--- src/rtl/pc_stack_unit.sv ---
// -----------------------------------------------------------------------------
// pc_stack_unit
//
// Program-counter unit for the fetch stage. Holds the PC register and a
// hardware return-address stack. One PC update per enabled cycle, selected by
// priority: ret > call > load > increment > relative branch (no strobe).
//
// Parameters
//   PC_W          PC, in, offset and stack entry width
//   DEPTH         return-address stack entries (>= 2)
//   STEP          increment amount, also the call return-address offset
//   RESET_VECTOR  PC value after reset
//   PC_LIMIT      highest legal PC (bounds build only)
//   FAULT_VECTOR  PC forced on a bounds fault (bounds build only)
//
// Ports
//   clk              rising-edge clock
//   reset            synchronous, active-high; overrides enable
//   enable           1 = apply the selected op, 0 = hold all state
//   ret              pop stack, PC <= popped address
//   call             push PC+STEP, PC <= in
//   load             PC <= in
//   increment        PC <= PC+STEP
//   offset           signed branch displacement, used when no strobe is set
//   in               absolute target for load/call
//   out              current PC (registered)
//   ret_addr         top-of-stack entry, 0 when empty
//   stack_depth      number of valid entries, 0..DEPTH
//   stack_full       stack_depth == DEPTH
//   stack_empty      stack_depth == 0
//   stack_overflow   sticky: call issued while full
//   stack_underflow  sticky: ret issued while empty
//   pc_fault         sticky bounds fault (tied 0 in the default build)
//
// Build option
//   PC_BOUNDS_EN     when defined, a resolved next PC above PC_LIMIT is
//                    replaced by FAULT_VECTOR and pc_fault is set. Stack
//                    side-effects of the op still take place.
// -----------------------------------------------------------------------------
module pc_stack_unit #(
   parameter int unsigned     PC_W         = 16,
   parameter int unsigned     DEPTH        = 8,
   parameter logic [PC_W-1:0] STEP         = PC_W'(1),
   parameter logic [PC_W-1:0] RESET_VECTOR = '0,
   parameter logic [PC_W-1:0] PC_LIMIT     = '1,
   parameter logic [PC_W-1:0] FAULT_VECTOR = PC_W'(1),
   localparam int unsigned    DEPTH_W      = $clog2(DEPTH + 1)
) (
   input  logic               clk,
   input  logic               reset,
   input  logic               enable,
   input  logic               ret,
   input  logic               call,
   input  logic               load,
   input  logic               increment,
   input  logic [PC_W-1:0]    offset,
   input  logic [PC_W-1:0]    in,
   output logic [PC_W-1:0]    out,
   output logic [PC_W-1:0]    ret_addr,
   output logic [DEPTH_W-1:0] stack_depth,
   output logic               stack_full,
   output logic               stack_empty,
   output logic               stack_overflow,
   output logic               stack_underflow,
   output logic               pc_fault
);

   localparam int unsigned PTR_W = $clog2(DEPTH);

   typedef enum logic [2:0] {
      OP_RET,
      OP_CALL,
      OP_LOAD,
      OP_INC,
      OP_BRANCH
   } op_e;

   // ---------------------------------------------------------------------------
   // State
   // ---------------------------------------------------------------------------
   logic [PC_W-1:0]    pc_q, pc_d;
   logic [DEPTH_W-1:0] depth_q, depth_d;
   logic               overflow_q, overflow_d;
   logic               underflow_q, underflow_d;
   logic [PC_W-1:0]    stack_q [DEPTH];

   // ---------------------------------------------------------------------------
   // Combinational helpers
   // ---------------------------------------------------------------------------
   op_e             op;
   logic            is_empty;
   logic            is_full;
   logic [PTR_W-1:0] top_idx;
   logic [PTR_W-1:0] push_idx;
   logic [PC_W-1:0] top_entry;
   logic [PC_W-1:0] pc_step;
   logic [PC_W-1:0] pc_branch;
   logic [PC_W-1:0] pc_next;     // PC after op resolution, before bounds check
   logic            push_we;

   assign is_empty  = (depth_q == '0);
   assign is_full   = (depth_q == DEPTH_W'(DEPTH));
   // Only meaningful when not empty; the wrap at depth 0 is never consumed.
   assign top_idx   = PTR_W'(depth_q - DEPTH_W'(1));
   // Only meaningful when not full, so depth_q always fits the pointer.
   assign push_idx  = PTR_W'(depth_q);
   assign top_entry = stack_q[top_idx];

   // Unsigned add of a two's-complement offset gives the signed branch target
   // modulo 2^PC_W; wrap-around is intentional and silent.
   assign pc_step   = pc_q + STEP;
   assign pc_branch = pc_q + offset;

   // Strobe priority: lower-priority strobes are ignored when a higher one is set.
   always_comb begin
      // NOTE: every always_comb output gets a default first so no path leaves it unassigned, which would infer a latch.
      op = OP_BRANCH;
      if (ret) begin
         op = OP_RET;
      end else if (call) begin
         op = OP_CALL;
      end else if (load) begin
         op = OP_LOAD;
      end else if (increment) begin
         op = OP_INC;
      end
   end

   // Next-state for PC, depth and sticky stack flags.
   always_comb begin
      pc_next     = pc_q;
      depth_d     = depth_q;
      overflow_d  = overflow_q;
      underflow_d = underflow_q;
      push_we     = 1'b0;

      if (enable) begin
         unique case (op)
            OP_RET: begin
               if (!is_empty) begin
                  pc_next = top_entry;
                  depth_d = depth_q - DEPTH_W'(1);
               end else begin
                  // Empty-stack return falls through as a plain increment.
                  pc_next     = pc_step;
                  underflow_d = 1'b1;
               end
            end
            OP_CALL: begin
               pc_next = in;
               if (!is_full) begin
                  push_we = 1'b1;
                  depth_d = depth_q + DEPTH_W'(1);
               end else begin
                  // The jump still happens; only the push is dropped.
                  overflow_d = 1'b1;
               end
            end
            OP_LOAD:   pc_next = in;
            OP_INC:    pc_next = pc_step;
            OP_BRANCH: pc_next = pc_branch;
            default:   pc_next = pc_q;
         endcase
      end
   end

`ifdef PC_BOUNDS_EN
   // ---------------------------------------------------------------------------
   // Bounds check on the resolved PC. FAULT_VECTOR is used as-is, unchecked.
   // ---------------------------------------------------------------------------
   logic pc_fault_q, pc_fault_d;

   always_comb begin
      pc_d       = pc_next;
      pc_fault_d = pc_fault_q;
      if (enable && (pc_next > PC_LIMIT)) begin
         pc_d       = FAULT_VECTOR;
         pc_fault_d = 1'b1;
      end
   end

   always_ff @(posedge clk) begin
      if (reset) begin
         pc_fault_q <= 1'b0;
      end else begin
         pc_fault_q <= pc_fault_d;
      end
   end

   assign pc_fault = pc_fault_q;
`else
   // Bounds feature compiled out: PC passes straight through, no fault flag.
   logic unused_bounds_cfg;

   assign pc_d              = pc_next;
   assign pc_fault          = 1'b0;
   assign unused_bounds_cfg = ^{PC_LIMIT, FAULT_VECTOR};
`endif

   // ---------------------------------------------------------------------------
   // Registers
   // ---------------------------------------------------------------------------
   always_ff @(posedge clk) begin
      // NOTE: sequential state uses non-blocking assignment so every flop samples pre-edge values.
      if (reset) begin
         pc_q        <= RESET_VECTOR;
         depth_q     <= '0;
         overflow_q  <= 1'b0;
         underflow_q <= 1'b0;
      end else begin
         pc_q        <= pc_d;
         depth_q     <= depth_d;
         overflow_q  <= overflow_d;
         underflow_q <= underflow_d;
      end
   end

   // NOTE: the stack array has no reset; entries above depth_q are never observed, so clearing them would only cost reset fan-out.
   always_ff @(posedge clk) begin
      if (!reset && push_we) begin
         stack_q[push_idx] <= pc_step;
      end
   end

   // ---------------------------------------------------------------------------
   // Outputs
   // ---------------------------------------------------------------------------
   assign out             = pc_q;
   assign ret_addr        = is_empty ? '0 : top_entry;
   assign stack_depth     = depth_q;
   assign stack_full      = is_full;
   assign stack_empty     = is_empty;
   assign stack_overflow  = overflow_q;
   assign stack_underflow = underflow_q;

endmodule
--- config.mk ---
export PLATFORM = sky130hd
export DESIGN_NAME = pc_stack_unit
export DESIGN_NICKNAME = d
export VERILOG_FILES = /design/src/rtl/pc_stack_unit.sv
export SDC_FILE = /design/constraint.sdc
export NUM_CORES = 1
export LEC_CHECK = 0
export CAP_MARGIN = 20
export CORE_ASPECT_RATIO = 1.2
export CORE_UTILIZATION = 45
export DETAILED_ROUTE_END_ITERATION = 12
export PLACE_DENSITY = 0.69
export SLEW_MARGIN = 20
export SYNTH_ARGS = -nofsm -noshare
export SYNTH_HDL_FRONTEND = slang
export SYNTH_SLANG_ARGS = --single-unit
--- constraint.sdc ---
create_clock -name clk -period 3.52 [get_ports clk]
set_input_delay 0.352 -clock clk [delete_from_list [all_inputs] [get_ports clk]]
set_output_delay 0.352 -clock clk [all_outputs]
set_load 0.005 [all_outputs]
# Yosys cells after proc, flatten, opt, wreduce, memory -nomap -nowiden
# Memories as Yosys holds them, arrays and structs flattened.
# Cells that the tools add are included.
# totals
ff_bits,22
mem_count,1
ramBits,128
word_cells,42
out_inout_bits,41
input_bits,39
# classes
reduce_logical,11
mux,15
n_addsub,4
n_eq_ne,7
# mem_list
memory,depth,word_bits,read_ports,rd_ports_with_merged_regs,wr,line,source
stack_q,8,16,1,0,1,85,logic [PC_W-1:0] stack_q [DEPTH];
# op_table
cell,count
$pmux 16 s4,1
$mux 16,2
$add 16x1->16 const B,1
$add 16x16->16,1
$mux 3,4
$mux 4,2
$pmux 4 s2,1
$eq 3x2->1 const B,2
$reduce_and 3->1,2
$mux 1,5
$add 4x1->4 const B,1
$eq 4x4->1 const B,1
$logic_not 4->1,1
$ne 2x2->1 const B,2
$reduce_and 4->1,1
$reduce_bool 4->1,1
$sub 4x1->4 const B,1
$eq 3x1->1 const B,1
$eq 3x3->1 const B,1
$logic_not 3->1,1
$reduce_and 2->1,1
$reduce_bool 2->1,1
$reduce_or 2->1,1
$logic_and 1x1->1,1
$logic_not 1->1,1

# Logic depth before layout (Yosys ltp)
# logic_depth
depth_word,10
depth_mapped,12
mapped_depth_nobuf,9

# Worst setup path after synthesis
# No wires, ideal clock.
# synth_path
path_type,register to register
from,register depth_q[0] (netlist: stack_depth[0])
to,"memory stack_q[5][0], enable pin"
setup_time_ps,413
period_less_slack_ps,3592
stages_incl_launch_ff,9
path_slack_ps,-72
path_buffers,3
required_time_ps,3107
arrival_time_ps,3179
path_cell_list,dfxtp_1 buf_6 buf_4 inv_1 ha_1 and3b_1 clkbuf_1 or4_1 nor3b_1
# synth_via
elab_chain_cells,7
# synth_lines
item,line,source
start: declaration,82,"logic [DEPTH_W-1:0] depth_q, depth_d;"
start signal: assignment,212,depth_q <= depth_d;
$eq 4x4->1,102,assign is_full = (depth_q == DEPTH_W'(DEPTH));
net stack_full,61,"output logic stack_full,"
$mux 1,151,if (!is_full) begin
$mux 1,138,unique case (op)
$mux 1,137,if (enable) begin
$logic_and 1x1->1,220,if (!reset && push_we) begin
$mux 1,220,
$mux 1 (not written as such),221,stack_q[push_idx] <= pc_step;
end: declaration,85,
# The timed path passes the listed nets, and every way through them passes these cells.

# Worst setup path in the final report
# layout_path
from,register depth_q[1] (netlist: stack_depth[1])
to,output ret_addr[11]
# layout_via
elab_chain_cells,3
elab_cells_between_ends,4
classes_between,add/sub: 1; mux: 1; reduce/logical: 1; memory: 1
# layout_lines
item,line,source
$sub 4x1->4,n/a,
$mem_v2 8x16,n/a,
$mux 16 (*),229,assign ret_addr = is_empty ? '0 : top_entry;
end: declaration,59,"output logic [PC_W-1:0] ret_addr,"
# Every way passes the cells marked *; elsewhere a longest branch is shown, timed or not.

==> summary.txt <==
Pwr
  • Comb power frac: 24.1%
  • Sequential share of power: between 40% and 50%
  • Leak: between 3 and 4 nW
  • Pwr/cell area: approximately 570 mW/mm2
  • Clock power share: 35.0%
  • NetSw: 1.42 mW
  • Internal power: 3.62 mW
  • Sw Ratio: between 20% and 30%
  • Final total power: 5.04 mW
  • VDD IR max: approximately 330 uV

Synthesis
  • Synthesis Warnings: 0
  • Synthesized area per cell: 13.5 um2
  • Synth Register Bits: 150
  • Synth cell count leaders: 128 x edfxtp_1, 48 x nand2_1, 38 x nor2_1
  • Post-synthesis async set-or-reset flop share: 0%
  • XOR/XNOR Fraction of Synth Area: about 3.6%
  • Synth unique cells: 65
  • Largest family of logic cells by synthesized area: multiplexers
  • Top-area cell type share of the netlist area: between 50% and 60%
  • Syn Inst Count: between 500 and 600
  • Compound-Gate Fraction of Synth Area: around 10%
  • Top_reg_cell synth: edfxtp_1
  • Area leader, netlist: edfxtp_1
  • Most common cell in the netlist: edfxtp_1
  • Synth Area in Simple Gates: under 10%
  • Adder-cell area share of the yosys netlist: 3.40%
  • Post-synthesis mux area share: roughly a tenth
  • Mapped Nets: 591
  • Mapped Area: between 0.007 and 0.008 mm2
  • Main area contributors after synthesis: edfxtp_1 53%, mux4_2 10%, dfxtp_1 6.1%, ha_1 3.1%, nand2_1 2.5%
  • Seq/Total Area, Yosys: approximately three fifths
  • Post-synth EDFFs: 128

Clock network
  • TritonCTS clock tree: built
  • CTS max path bufs: 2
  • Total CTS buffers: 17
  • Hold Buf Count CTS: 0
  • Clk slew on worst S/H paths: 70 ps
  • CTS root buf: clkbuf_16
  • Post-CTS setup buffers: 0
  • H-tree levels: 4
  • Clock sinks: 150
  • Clk_lat worst skew: 420 ps

Floorplan
  • Floorplan row count: 50
  • Die Width: between 100 and 150 um
  • Core Box Area: between 0.015 and 0.02 mm2
  • Die Y: between 100 and 150 um
  • Die area: between 0.015 and 0.02 mm2
  • Ports: 80
  • Initial Util: around 46%

Timing
  • Setup violation total in the final timing report: 0
  • Worst slew pin tran: about 900 ps
  • Fin Hold WS: between 400 and 500 ps
  • Hold Fails Final Rpt: 0
  • RSZ-0062 raised after global routing: no
  • Final Skew: between 10 and 15 ps
  • F_max: 0.305 GHz
  • Setup TNS: 0 ps
  • Tcrit/Tclk final: 93.2%
  • Min Clock Period, post-route: roughly 3300 ps
  • Max-slew headroom: 39.0%
  • Final Worst Setup Slack: 240 ps
  • Final slew viol count: 0

Final layout
  • ANT cells: 0
  • Ratio of cells with drive above 1 in the final layout: 15.1%
  • Layout Nets: just under 700
  • Area Growth Syn to Fin: 23.1%

Placement
  • Pre-CTS setup slack: roughly 530 ps
  • Buffers on Ports: 78
  • Detailed placement HPWL: between 10000 and 15000 um
  • Final Wtd Congestion: about 0.92

Outcome
  • Outcome: finished clean

Drt
  • ANT nets after route: 0
  • DR pass1 iterations: 5
  • Routed via count: approximately 5000
  • Final wirelength: 18400 um
  • Drt drc: 0
  • Vias/cell: about 5.9
  • Initial DRC Count: around 500
  • Mean routed wirelength per cell: 21.8 um

Global route
  • Vias in the first global route: 4997
  • Largest net degree at the start of global routing: 38
  • Initial antenna violation count: 0
  • Gr usage total: a little under a quarter
  • First-pass GRT wire length: about 28000 um
  • Grt total ovfl: 0

Worst hold path
  • Worst Hold Class: flip-flop to flip-flop

Critical path
  • Critical path arrival: between 2000 and 3000 ps
  • CP Launch Type: flip-flop
  • Req. time, crit path: around 3200 ps
  • Critical path fanouts, max: 19
  • Crit Path Category: flip-flop to primary output
  • Critical path endpoint category: primary output

Run
  • Max Cap Violations: 0
==> kinds of logic (layout without fill, tap and decap cells) <==
| logic type | after synthesis | after routing |
|---|---|---|
| muxes | 36 | 36 |
| xor gates and xnor gates | 30 | 30 |
| AOI/OAI and AO/OA | 106 | 106 |
| buffers and inverters | 42 | 145 |
| and+or+nand+nor | 149 | 149 |
| other | 1 | 1 |
| DFF | 150 | 150 |
| adders and majority gates | 19 | 19 |
==> layout make-up <==
type                    instances  area, um2
well taps                     208        260
inverters                      12       45.0
flip-flops and latches        150       4290
clock buffers                  18        429
clock inverters                14        148
fillers                      1243       6770
repair buffers                101        953
multi-input cells             341       2740
==> flip-flops by register name, summed over array words and instances, names as in the netlist <==
name	flops
out	16
stack_overflow	1
stack_q	128
stack_underflow	1
stack_depth	4
==> critical path: stages, from the launching register on <==
cell and delay, ps:
dfxtp_2 380, inv_1 150, ha_1 300, or3b_1 430, inv_2 370, nor2_1 150
a22o_1 260, clkdlybuf4s50_1 460
==> per-stage QoR <==
stage	util, %	cells	instance area (um2)
after floorplan	-	533	7210
after global placement	53.0	812	8290
after detailed placement	53.0	812	8290
after CTS	56.7	844	8860
after global routing	56.7	844	8870
final	56.7	844	8870
==> layer usage <==
layer  up-vias  GRT usage, %  wire [um]  share of wire [%]
met5         -             0          0                  0
met4         0          9.24        457                2.5
met2       232          40.4       9480                 51
met3        37          3.84       1100                6.0
li1       2250             -          -                  -
met1      2492          28.5       7390                 40
==> placed cells by master, fill, tap and decap left out, types with 10 or more instances in the layout <==
| cell | Yosys | final |
|---|---|---|
| mux4_2 | 32 | 32 |
| nand2_1 | 48 | 48 |
| a221oi_1 | 10 | 10 |
| edfxtp_1 | 128 | 128 |
| nor2_1 | 38 | 38 |
| buf_4 | 4 | 23 |
| xor2_1 | 13 | 13 |
| dfxtp_1 | 22 | 20 |
| clkbuf_16 | 0 | 17 |
| inv_1 | 10 | 10 |
| ha_1 | 18 | 18 |
| nor3_1 | 14 | 12 |
| a21oi_1 | 32 | 32 |
| clkdlybuf4s50_1 | 0 | 78 |
| xnor2_1 | 17 | 17 |
==> power by group through the flow <==
stage          combinational (mW)  clock, mW  sequential [mW]
2_1_floorplan               0.726          0             2.07
3_3_place_gp                 1.18          0             2.09
3_5_place_dp                 1.20          0             2.09
4_1_cts                      1.21       1.79             2.06
5_1_grt                      1.30       1.87             2.06
6_report                     1.22       1.77             2.06
==> what timing repair did <==
action | CTS | global route
resized for setup | 0 | 1
endpoints found under the hold margin | 0 | 0
endpoints found under the setup margin | 0 | 3
==> final timing paths <==
check                                      end                    startpoint  slack (ps)  depth (start not counted)
setup / recovery                  ret_addr[11]   stack_depth[1]$_SDFFE_PP0P_         240                          7
hold / removal    stack_underflow$_SDFFE_PP0P_  stack_underflow$_SDFFE_PP0P_         480                          2
setup reg to reg          out[14]$_SDFFE_PP0P_           out[0]$_SDFFE_PP0P_         710                          9
hold reg to reg   stack_underflow$_SDFFE_PP0P_  stack_underflow$_SDFFE_PP0P_         480                          2
Power figures use the tool's default switching activity.
==> RTL edit 1, RTL diff (same settings) <==
The option `PC_BOUNDS_EN` is turned on by a define.
--- a/src/rtl/pc_stack_unit.sv
+++ b/src/rtl/pc_stack_unit.sv
@@ -37,6 +37,8 @@
 //                    replaced by FAULT_VECTOR and pc_fault is set. Stack
 //                    side-effects of the op still take place.
 // -----------------------------------------------------------------------------
+`define PC_BOUNDS_EN
+
 module pc_stack_unit #(
    parameter int unsigned     PC_W         = 16,
    parameter int unsigned     DEPTH        = 8,
Check against the original RTL: same outputs for any inputs over 4 cycles, from zero or initial values and one cycle with reset high; that may be too few to reach the edited logic, so the function may still have changed.
==> RTL edit 1 against the original RTL <==
- area after synthesis decreased by 2.0%
- first-iteration DRC count is 17% lower
- via count is 4.4% lower
- routed wire length shrank 3.5%
- total power decreased by 1.2%
- cell area down 1.5%
- setup slack got worse by 0.058 ns
- worst hold slack got worse by 0.0040 ns
- combinational power about the same
- clock power shrank 5%
- sequential cell count unchanged
- critical path type unchanged
- largest power group unchanged
- highest routed layer unchanged
==> RTL edit 1: results <==
[synthesis]
synth_area_leaders = "edfxtp_1 (54%), mux4_2 (10%), dfxtp_1 (6.2%)"
yosysSeqAreaShare_pct = 60.7
synth_cell_types = 51
syn-num-nets = 567
synth_ff_type = "edfxtp_1"
yosysWarnings = 0
synthArstFlopShare_pct = 0
synth_common_cells = "edfxtp_1 (128), nand2_1 (55), nor2_1 (42)"
avgSynthCellArea_sq_um = 13.9

[route]
dr.pass1.iters = 5
vias_per_cell = 5.86
vias = 4790
drtIter0Drc = 410
routed_wl_mm = 17.8

[final_layout]
fill_cells = 1186
largest_reg_flops = 128
nets = 658
drive_above_1_share_pct = 16.3

[setup_path]
path_buf_inv = 3
arrival_ns = 2.99
crit_path_max_incr_delay_ns = 0.59
worstPathMaxFanout = 14
r2r_cells = 7

[grt]
track_usage_pct = 23.3
grt_pass1_vias = 4948
grt_pass1_wl_mm = 27.8
grt_max_degree = 38
antenna_found_initial = 0

[placement]
dpl.cell_count = 785
pre_cts_ws_ns = 0.659
place_congestion = 0.855
dpl.hpwl_mm = 11.8
place_area_sq_um = 8170

[clocking]
htreeDepth = 4
cts_setup_buffers = 0
clock_latency_ns = 0.41
tritoncts.num_buffers = 17

[run_status]
status = "complete, no violations"

[timing]
fin_worst_skew_ns = 0.00847
worstMarginPinSlew_ns = 0.992

[pwr]
leakage_nw = 2.99
ir_worst_vdd_mv = 0.285
switching_share_pct = 29.3

[worst_hold_path]
hp-class = "reg2reg"
[RTL edit 1: cell types whose count changed in the layout (fill, tap and decap cells not counted), sizes merged, moves of 4 or more]
cell,change
a21oi,-8
a21o,-4
nor2,+4
nand2,+7
nor3,-4
[RTL edit 1: layer usage]
metal,up-vias,track usage [%],routed length [microns]
li1,2160,-,-
met1,2398,30.6,7190
met2,202,38.4,9100
met3,30,3.72,1030
met4,0,9.11,457
met5,-,0,0
[RTL edit 1: logic make-up after synthesis]
kind of cell,after synthesis,synth area share [%]
buffers and inverters,41,2.71
muxes,35,10.6
adders and majority gates,19,3.47
AOI/OAI and AO/OA,95,9.84
and+or+nand+nor,136,8.62
DFF,150,60.7
other,1,0.0531
xor gates and xnor gates,32,3.97
[RTL edit 1: cell type report]
| class | count | area (sq um) | area share [%] |
|---|---|---|---|
| clock buffers | 17 | 425 | 4.87 |
| clock inverters | 15 | 135 | 1.55 |
| inverters | 12 | 45.0 | 0.516 |
| multi-input cells | 318 | 2610 | 29.9 |
| flip-flops and latches | 150 | 4290 | 49.1 |
| well taps | 204 | 255 | 2.92 |
| repair buffers | 101 | 970 | 11.1 |
[RTL edit 1: worst paths after layout]
path,start,end,slack (ns)
setup / recovery,stack_depth[1],ret_addr[6],0.18
hold / removal,stack_underflow,stack_underflow,0.47
setup reg to reg,out[1],out[12],0.65
hold reg to reg,stack_underflow,stack_underflow,0.47
[RTL edit 1: power groups by stage]
stage               clock (mW)  sequential (mW)  combinational (mW)
global placement             0             2.09                1.20
floorplan                    0             2.07               0.718
detailed placement           0             2.10                1.21
CTS                       1.72             2.06                1.22
global route              1.80             2.06                1.32
finish                    1.69             2.06                1.22
[RTL edit 1: tightest hold or removal path: stages (launching register included)]
cell	delay [ns]
dfxtp_1	0.33
a31oi_1	0.04
nor2_1	0.07
==> RTL edit 2, RTL diff (same flow settings) <==
Without the edit above. Add an input register stage for `offset`, without a reset; this delays it by one clock. The other inputs are not delayed to match.
--- a/src/rtl/pc_stack_unit.sv
+++ b/src/rtl/pc_stack_unit.sv
@@ -75,6 +75,12 @@
       OP_BRANCH
    } op_e;
 
+   logic [PC_W-1:0] offset_q;
+
+   always_ff @(posedge clk) begin
+      offset_q <= offset;
+   end
+
    // ---------------------------------------------------------------------------
    // State
    // ---------------------------------------------------------------------------
@@ -109,7 +115,7 @@
    // Unsigned add of a two's-complement offset gives the signed branch target
    // modulo 2^PC_W; wrap-around is intentional and silent.
    assign pc_step   = pc_q + STEP;
-   assign pc_branch = pc_q + offset;
+   assign pc_branch = pc_q + offset_q;
 
    // Strobe priority: lower-priority strobes are ignored when a higher one is set.
    always_comb begin
Check against the original RTL: not equivalent (a bounded check fails within 4 cycles, from zero or initial values and one cycle with reset high).
==> RTL edit 2 against the original RTL <==
- total power is 5.7% higher
- setup slack worse by 0.037 ns
- sequential share of layout area is 1.5 points higher
- utilization is 0.086 points lower
- critical path depth stayed put
- clock skew hardly changed
- routed wire length is 5.4% higher
- maximum frequency is 1.1% lower
- area after synthesis is 4.8% higher
- sequential cell count is 16 higher
- cell area is 4.3% higher
- register-to-register slack worse by 0.13 ns
- via count is 3.4% higher
- synthesized cell count is 3.2% higher
- largest power group unchanged
==> RTL edit 2: results <==
[grt]
grt_pass1_wl_mm = 29.5
grt_max_degree = 38
track_usage_pct = 23.5

[synthesis]
synthArstFlopShare_pct = 0
synth_area_leaders = "edfxtp_1 (51%), dfxtp_1 (10%), mux4_2 (9.5%)"
synth_cell_types = 60
synth_common_cells = "edfxtp_1 (128), nand2_1 (50), nor2_1 (43)"
syn-num-nets = 608
yosysSeqAreaShare_pct = 61.0
synth_edf_count = 128
synth_top_area_cell = "edfxtp_1"

[timing]
fin_worst_skew_ns = 0.0104
relSlewSlack_pct = 43.0

[final_layout]
largest_reg_flops = 128
nets = 698
fill_cells = 1336
drive_above_1_share_pct = 15.8

[pwr]
intPower_mw = 3.78
ir_worst_vdd_mv = 0.402
leakage_nw = 3.23

[clocking]
clock_latency_ns = 0.43
max-clock-path-buffers = 2
cts_setup_buffers = 0
cts_root_buf = "clkbuf_16"

[run_status]
status = "complete, no violations"

[setup_path]
worstPathMaxFanout = 33
arrival_ns = 2.96
worst_path_max_delay_cell = "clkdlybuf4s50_1"
crit_family = "buffers and inverters"
crit_path_max_incr_delay_ns = 0.59

[route]
drtIter0Drc = 388
vias = 5180
dr.pass1.iters = 4
routed_wl_mm = 19.4

[placement]
place_area_sq_um = 8660
dpl.hpwl_mm = 13.1
place_congestion = 0.946

[worst_hold_path]
hp-class = "in2reg"
[RTL edit 2: cell count changes in the layout (fill, tap and decap cells not counted), sizes merged, moves of 5 or more]
cell	delta
dfxtp	+16
nor3	-6
a211oi	+5
nor2	+5
[RTL edit 2: stage by stage]
| step | power, mW | util [%] | instances | hold slack [ns] | setup WS [ns] |
|---|---|---|---|---|---|
| after floorplan | 3.00 | - | 550 | 0.380 | 0.0189 |
| after global placement | 3.52 | 53.0 | 833 | 0.454 | 0.669 |
| after detailed placement | 3.53 | 53.0 | 833 | 0.490 | 0.655 |
| after CTS | 5.35 | 56.6 | 865 | 0.353 | 0.199 |
| after global routing | 5.53 | 56.6 | 865 | 0.356 | 0.0740 |
| final | 5.33 | 56.6 | 865 | 0.362 | 0.204 |
[RTL edit 2: logic make-up after synthesis]
| logic type | synth area share (%) |
|---|---|
| adders and majority gates | 3.25 |
| AOI/OAI and AO/OA | 10.4 |
| other | 0.0497 |
| and+or+nand+nor | 8.67 |
| xor gates and xnor gates | 3.46 |
| muxes | 10.4 |
| DFF | 61.0 |
| buffers and inverters | 2.80 |
[RTL edit 2: layout make-up]
| class | instances | share of cell area, % |
|---|---|---|
| multi-input combinational | 341 | 29.9 |
| clock buffer | 17 | 4.60 |
| timing repair buffer | 102 | 10.7 |
| sequential | 166 | 49.8 |
| clock inverter | 15 | 1.72 |
| tap | 212 | 2.87 |
| inverter | 12 | 0.487 |
[RTL edit 2: per-layer routing]
layer	track usage [%]	up-vias	wire length, microns
met1	29.0	2571	7700
met5	0	-	0
met4	11.1	0	702
met2	40.4	249	9800
li1	-	2312	-
met3	4.01	48	1230
[RTL edit 2: power by group through the flow]
stage                     combinational (mW)  clock [mW]  sequential (mW)
final                                   1.25        1.83             2.25
after global routing                    1.34        1.93             2.25
after CTS                               1.26        1.85             2.25
after detailed placement                1.24           0             2.29
after global placement                  1.23           0             2.29
after floorplan                        0.729           0             2.27
[RTL edit 2: worst paths after layout]
check / from / endpoint / slack [ns] / cells past startpoint
max: stack_depth[1] / ret_addr[5] / 0.20 / 7
min reg2reg: stack_overflow / stack_overflow / 0.53 / 2
max reg2reg: stack_depth[1] / out[3] / 0.58 / 9
min: offset[0] / offset_q[0] / 0.36 / 1
